==> config.mk <==
export PLATFORM = sky130hd
export DESIGN_NAME = input_conditioner_8
export DESIGN_NICKNAME = d
export VERILOG_FILES = /design/src/rtl/input_conditioner_8.sv
export SDC_FILE = /design/constraint.sdc
export NUM_CORES = 1
export LEC_CHECK = 0
export CORE_MARGIN = 8
export CORE_UTILIZATION = 40
export CTS_CLUSTER_DIAMETER = 120
export DETAILED_ROUTE_END_ITERATION = 8
export PLACE_DENSITY = 0.53
export SYNTH_ARGS = -nofsm -noshare
export SYNTH_HDL_FRONTEND = slang
export SYNTH_SLANG_ARGS = --single-unit
==> constraint.sdc <==
create_clock -name clk -period 13 [get_ports clk]
set_input_delay 1.3 -clock clk [delete_from_list [all_inputs] [get_ports clk]]
set_output_delay 1.3 -clock clk [all_outputs]
set_load 0.05 [all_outputs]
==> src/rtl/input_conditioner_8.sv <==
// input_conditioner_8
// Eight independent channels, each with a 2-flop synchroniser, a debounce
// counter, a debounced level register and one-cycle rise/fall pulses.
// Every output comes straight from a flop, so no combinational path exists
// from raw to any output.
module input_conditioner_8 #(
  parameter int unsigned DEBOUNCE_CYCLES = 50000,
  parameter int unsigned CNT_WIDTH       = 16
) (
  input  logic       clk,
  input  logic       reset,
  input  logic [7:0] raw,
  output logic [7:0] stable,
  output logic [7:0] rise,
  output logic [7:0] fall
);

  // Terminal count: the last mismatching sample before the level is accepted.
  localparam logic [CNT_WIDTH-1:0] CNT_LAST = CNT_WIDTH'(DEBOUNCE_CYCLES - 1);

  logic [7:0]                sync1_q, sync1_d;
  logic [7:0]                sync2_q, sync2_d;
  logic [7:0][CNT_WIDTH-1:0] cnt_q, cnt_d;
  logic [7:0]                stable_q, stable_d;
  logic [7:0]                rise_q, rise_d;
  logic [7:0]                fall_q, fall_d;

  // Next-state logic: synchroniser shift plus per-channel debounce decision.
  always_comb begin
    sync1_d  = raw;
    sync2_d  = sync1_q;
    cnt_d    = cnt_q;
    stable_d = stable_q;
    rise_d   = '0;
    fall_d   = '0;
    for (int unsigned i = 0; i < 8; i++) begin
      if (sync2_q[i[2:0]] == stable_q[i[2:0]]) begin
        // Any matching sample discards a count in progress.
        cnt_d[i[2:0]] = '0;
      end else if (cnt_q[i[2:0]] == CNT_LAST) begin
        // Qualified: flip the level and emit the matching pulse together.
        stable_d[i[2:0]] = sync2_q[i[2:0]];
        cnt_d[i[2:0]]    = '0;
        rise_d[i[2:0]]   = sync2_q[i[2:0]];
        fall_d[i[2:0]]   = ~sync2_q[i[2:0]];
      end else begin
        cnt_d[i[2:0]] = cnt_q[i[2:0]] + CNT_WIDTH'(1);
      end
    end
  end

  // State registers with asynchronous active-high reset.
  always_ff @(posedge clk or posedge reset) begin
    if (reset) begin
      sync1_q  <= '0;
      sync2_q  <= '0;
      cnt_q    <= '0;
      stable_q <= '0;
      rise_q   <= '0;
      fall_q   <= '0;
    end else begin
      sync1_q  <= sync1_d;
      sync2_q  <= sync2_d;
      cnt_q    <= cnt_d;
      stable_q <= stable_d;
      rise_q   <= rise_d;
      fall_q   <= fall_d;
    end
  end

  assign stable = stable_q;
  assign rise   = rise_q;
  assign fall   = fall_q;

endmodule

* Word level (Yosys, flattened, before mapping)
Index checks and enable logic that the tools add are counted.
** Storage, ports and cells
- Logic and storage cells :: 116
- Register bits :: 168
- Output and inout port bits :: 24
- Input port bits :: 10
- Memories :: 0
- Bits in latches :: 0
- Bits in writable memories :: 0
- Memory bits (read-only) :: 0
** Operators by class
- Multipliers :: 0
- Shift operators :: 0
- Div/mod/pow operators :: 0
- Reductions and logical operators :: 8
- Bitwise gates (word level) :: 16
- Eq/ne operators :: 16
- Magnitude comparators :: 0
- $add $sub $neg :: 8
- Mux-type cells :: 48
** Operators by type and width (number)
- 16-bit 2-to-1 mux :: 16
- 16-bit by 1-bit adder with 16-bit output, second input constant :: 8
- 16-bit equality test, second input constant :: 8
- 1-bit 2-to-1 mux :: 32
- 1-bit inverter :: 16
- 2-bit AND reduction :: 8
- 1-bit equality test :: 8

* Depth between registers and ports, before layout
- Word-level depth :: 3
- Depth in mapped cells :: 6
- Mapped depth without buffers :: 5

* Worst setup path before layout
OpenSTA, ideal clock, no wires.
- Path kind :: flip-flop to output port
- Start point :: register stable_q[2], in the netlist stable[2]
- End point :: output stable[2]
- Path slack :: 11052 ps
- Arrival :: 648 ps
- Buffers on the path :: 0
- Stages on the path, launching flop included :: 1
- Data required time :: 11700 ps
- Cell sequence :: dfrtp_1
** RTL lines
- from (decl) :: line 24 : logic [7:0] stable_q, stable_d;
- from (signal assigned) :: line 65 : stable_q <= stable_d;
- to (decl) :: line 13 : output logic [7:0] stable,
No word-level cell between the ends.

* Worst setup path in the final report
- Start point :: register stable_q[0], in the netlist stable[0]
- End point :: output stable[0]
No word-level cell between the ends.

==> results.json <==
{
  "layout.filler_cells": 1736,
  "critPathArrivalTime_ns": 1.66,
  "yosysUniqueCellTypes": 33,
  "postLayoutCellArea_um2": 8743,
  "clock_latency_ns": 0.42,
  "grt_max_degree": 102,
  "avgRoutedWirePerCell_um": 13.50,
  "nNetsFinal": 772,
  "hold_path.class": "register to register",
  "grt-ovfl-total": 0,
  "synthesis.area_um2": 7513,
  "cts_resized": 0,
  "routed_wl_um": 13520,
  "dpl_cell_area_um2": 8128,
  "areaGrowthSynthToFinish_pct": 16.37,
  "grt_antenna_before_repair": 0,
  "grtUsageTotal_pct": 12.13,
  "ys_seq_elements": 168,
  "vias_per_cell": 5.105,
  "powerDensity_nw_per_um2": 124.4,
  "cts_buffers": 17,
  "dr.first_iter.drc_count": 283,
  "grt_pass1_vias": 5181,
  "power_frac_seq_pct": 49.6,
  "path_class": "register to primary output",
  "finalHoldViolCount": 0,
  "design.die.area_um2": 23430,
  "syn_inst": 708,
  "core_area_um2": 18580,
  "cts_root_buf": "clkbuf_16",
  "start_util_pct": 40.44,
  "register_area_um2": 4204,
  "syn_area_per_cell_um2": 10.61,
  "clkTransAtPathRegs_ns": 0.06,
  "port_buffers": 33,
  "postCtsSetupRepairBufs": 0,
  "syn_nets": 726,
  "p_leak_nw": 3.461,
  "required_ns": 11.70,
  "crit_path_top_delay_cell": "clkdlybuf4s50_1",
  "max_freq_mhz": 337.3,
  "critPathLaunchType": "register",
  "internal-power_w": 0.0008591,
  "grt_pass1_wl_um": 23850,
  "max_cap_violations": 0,
  "worst_pin_slew_ns": 0.8681,
  "clock-sinks": 168,
  "crit_buf_inv": 1,
  "cp_max_fo": 5,
  "status": "finished clean",
  "seq_area_frac_synth_pct": 55.95,
  "rsz0062_at_grt": "false",
  "diodes": 0,
  "cts_tree": "yes",
  "pin_count": 34,
  "firstDrtPassIters": 6,
  "clockPowerShare_pct": 47.5,
  "tns_ns": 0,
  "power_switching_w": 0.0002283,
  "dp_hpwl_um": 9114,
  "vias": 5110,
  "ctsHoldBuffers": 0,
  "ant_nets": 0,
  "drc": 0,
  "multiInputGateArea_um2": 3198,
  "slew_violations": 0,
  "period_share_pct": 22.80,
  "cts_htree_levels": 4,
  "crit_chain": "clkdlybuf4s50_1",
  "drive_above_1_share_pct": 6.389,
  "gp_congestion": 0.8405,
  "rows": 50,
  "die_w_um": 153.1,
  "slew_headroom_pct": 42.13,
  "yosysWarnings": 0,
  "setup_viol": 0,
  "switching_share_pct": 20.99,
  "power_frac_comb_pct": 2.8,
  "cp_top_family": "buffers and inverters",
  "power_w": 0.001087,
  "cp_slowest_stage_delay_ns": 0.84,
  "die_h_um": 153.1,
  "min_period_ns": 2.964,
  "post-route-util_pct": 47.06,
  "clockBufferDepth": 2,
  "ir_drop_v": 0.00009390,
  "fin_skew_ns": 0.007500,
  "worstSetupEndpointType": "primary output"
}
-- sequential cells by signal, summed over array words and instances (netlist names) --
register	cells
sync1_q	8
rise	8
cnt_q	128
sync2_q	8
fall	8
stable	8
-- cell usage in the layout (no fill, tap or decap), drive strengths merged, types with 16 or more instances in the layout --
cell,synthesis,layout
clkbuf,5,21
clkdlybuf4s50,0,33
dfrtp,168,168
inv,18,19
nand2,40,40
nand3,39,39
nand4,30,30
nor2,137,137
nor3,27,27
nor3b,16,16
nor4,33,33
xnor2,92,92
xor2,24,24
-- power groups by stage --
stage	logic, W	clock network (W)	registers, W
6_report	0.0000307	0.000517	0.000540
5_1_grt	0.0000365	0.000557	0.000541
4_1_cts	0.0000324	0.000533	0.000540
3_5_place_dp	0.0000324	0	0.000549
3_3_place_gp	0.0000314	0	0.000549
2_1_floorplan	0.0000222	0	0.000547
-- layout make-up --
class                   count  area share [%]
well taps                 234           3.349
clock buffers              21           5.381
flip-flops and latches    168           48.08
multi-input cells         512           36.58
repair buffers             37           4.121
inverters                  18          0.8300
clock inverters            11           1.660
-- through the flow --
stage          cells  worst slack, ns  hold WS (ns)
5_1_grt         1001            9.817        0.3562
3_3_place_gp     969            9.625        0.3329
4_1_cts         1001            9.996        0.3510
3_5_place_dp     969            9.573        0.3363
6_report        1001            10.04        0.3501
2_1_floorplan    708            7.153        0.3312
-- layer usage --
metal | wire, um | vias to the layer above | track usage [%]
li1 | - | 2545 | -
met1 | 6562 | 2485 | 15.33
met3 | 360 | 13 | 2.932
met5 | 0 | - | 0
met2 | 6403 | 67 | 19.70
met4 | 191 | 0 | 4.807
-- logic make-up after synthesis --
| logic type | share of synthesized area, % |
|---|---|
| AO/OA/AOI/OAI | 1.282 |
| XOR/XNOR | 13.52 |
| adder cells (fa/ha/maj) | 1.332 |
| buffers and inverters | 1.482 |
| flip-flops | 55.95 |
| multiplexers | 1.199 |
| AND/OR/NAND/NOR | 25.23 |
-- synthesized netlist by cell type --
master | number | area [um^2]
nand2_1 | 40 | 150.1
nand4_1 | 30 | 187.7
and4_1 | 2 | 17.52
ha_1 | 8 | 100.1
or2_1 | 2 | 12.51
nor4_1 | 33 | 206.5
or2_0 | 1 | 6.260
xnor2_1 | 92 | 805.8
a21oi_1 | 4 | 20.02
buf_2 | 5 | 25.02
xor2_1 | 24 | 210.2
mux2_2 | 5 | 56.30
clkbuf_1 | 5 | 18.77
nor3b_1 | 16 | 120.1
or3_1 | 2 | 12.51
and3_1 | 13 | 81.33
dfrtp_1 | 168 | 4204
or3_4 | 1 | 11.26
o31ai_1 | 3 | 22.52
inv_1 | 18 | 67.56
nor4bb_1 | 10 | 100.1
or4_1 | 3 | 22.52
nor3_1 | 27 | 135.1
nor2_1 | 137 | 514.2
nand4b_1 | 2 | 17.52
nand3b_1 | 3 | 22.52
mux2_1 | 3 | 33.78
or4_4 | 3 | 33.78
nand3_1 | 38 | 190.2
o41ai_2 | 3 | 48.80
o21ai_0 | 1 | 5.000
nand3_2 | 1 | 10.01
nor4b_1 | 5 | 43.79
-- final timing paths --
path | startpoint | cells after the start | slack (ns) | endpoint
max in group asynchronous | reset | 3 | 10.15 | cnt_q[55]
min | sync1_q[7] | 0 | 0.35 | sync2_q[7]
max reg2reg | cnt_q[32] | 5 | 10.91 | cnt_q[35]
min in group asynchronous | reset | 2 | 1.44 | sync1_q[0]
min reg2reg | sync1_q[7] | 0 | 0.35 | sync2_q[7]
max | stable[0] | 1 | 10.04 | stable[0]
(Power assumes the default switching activity.)
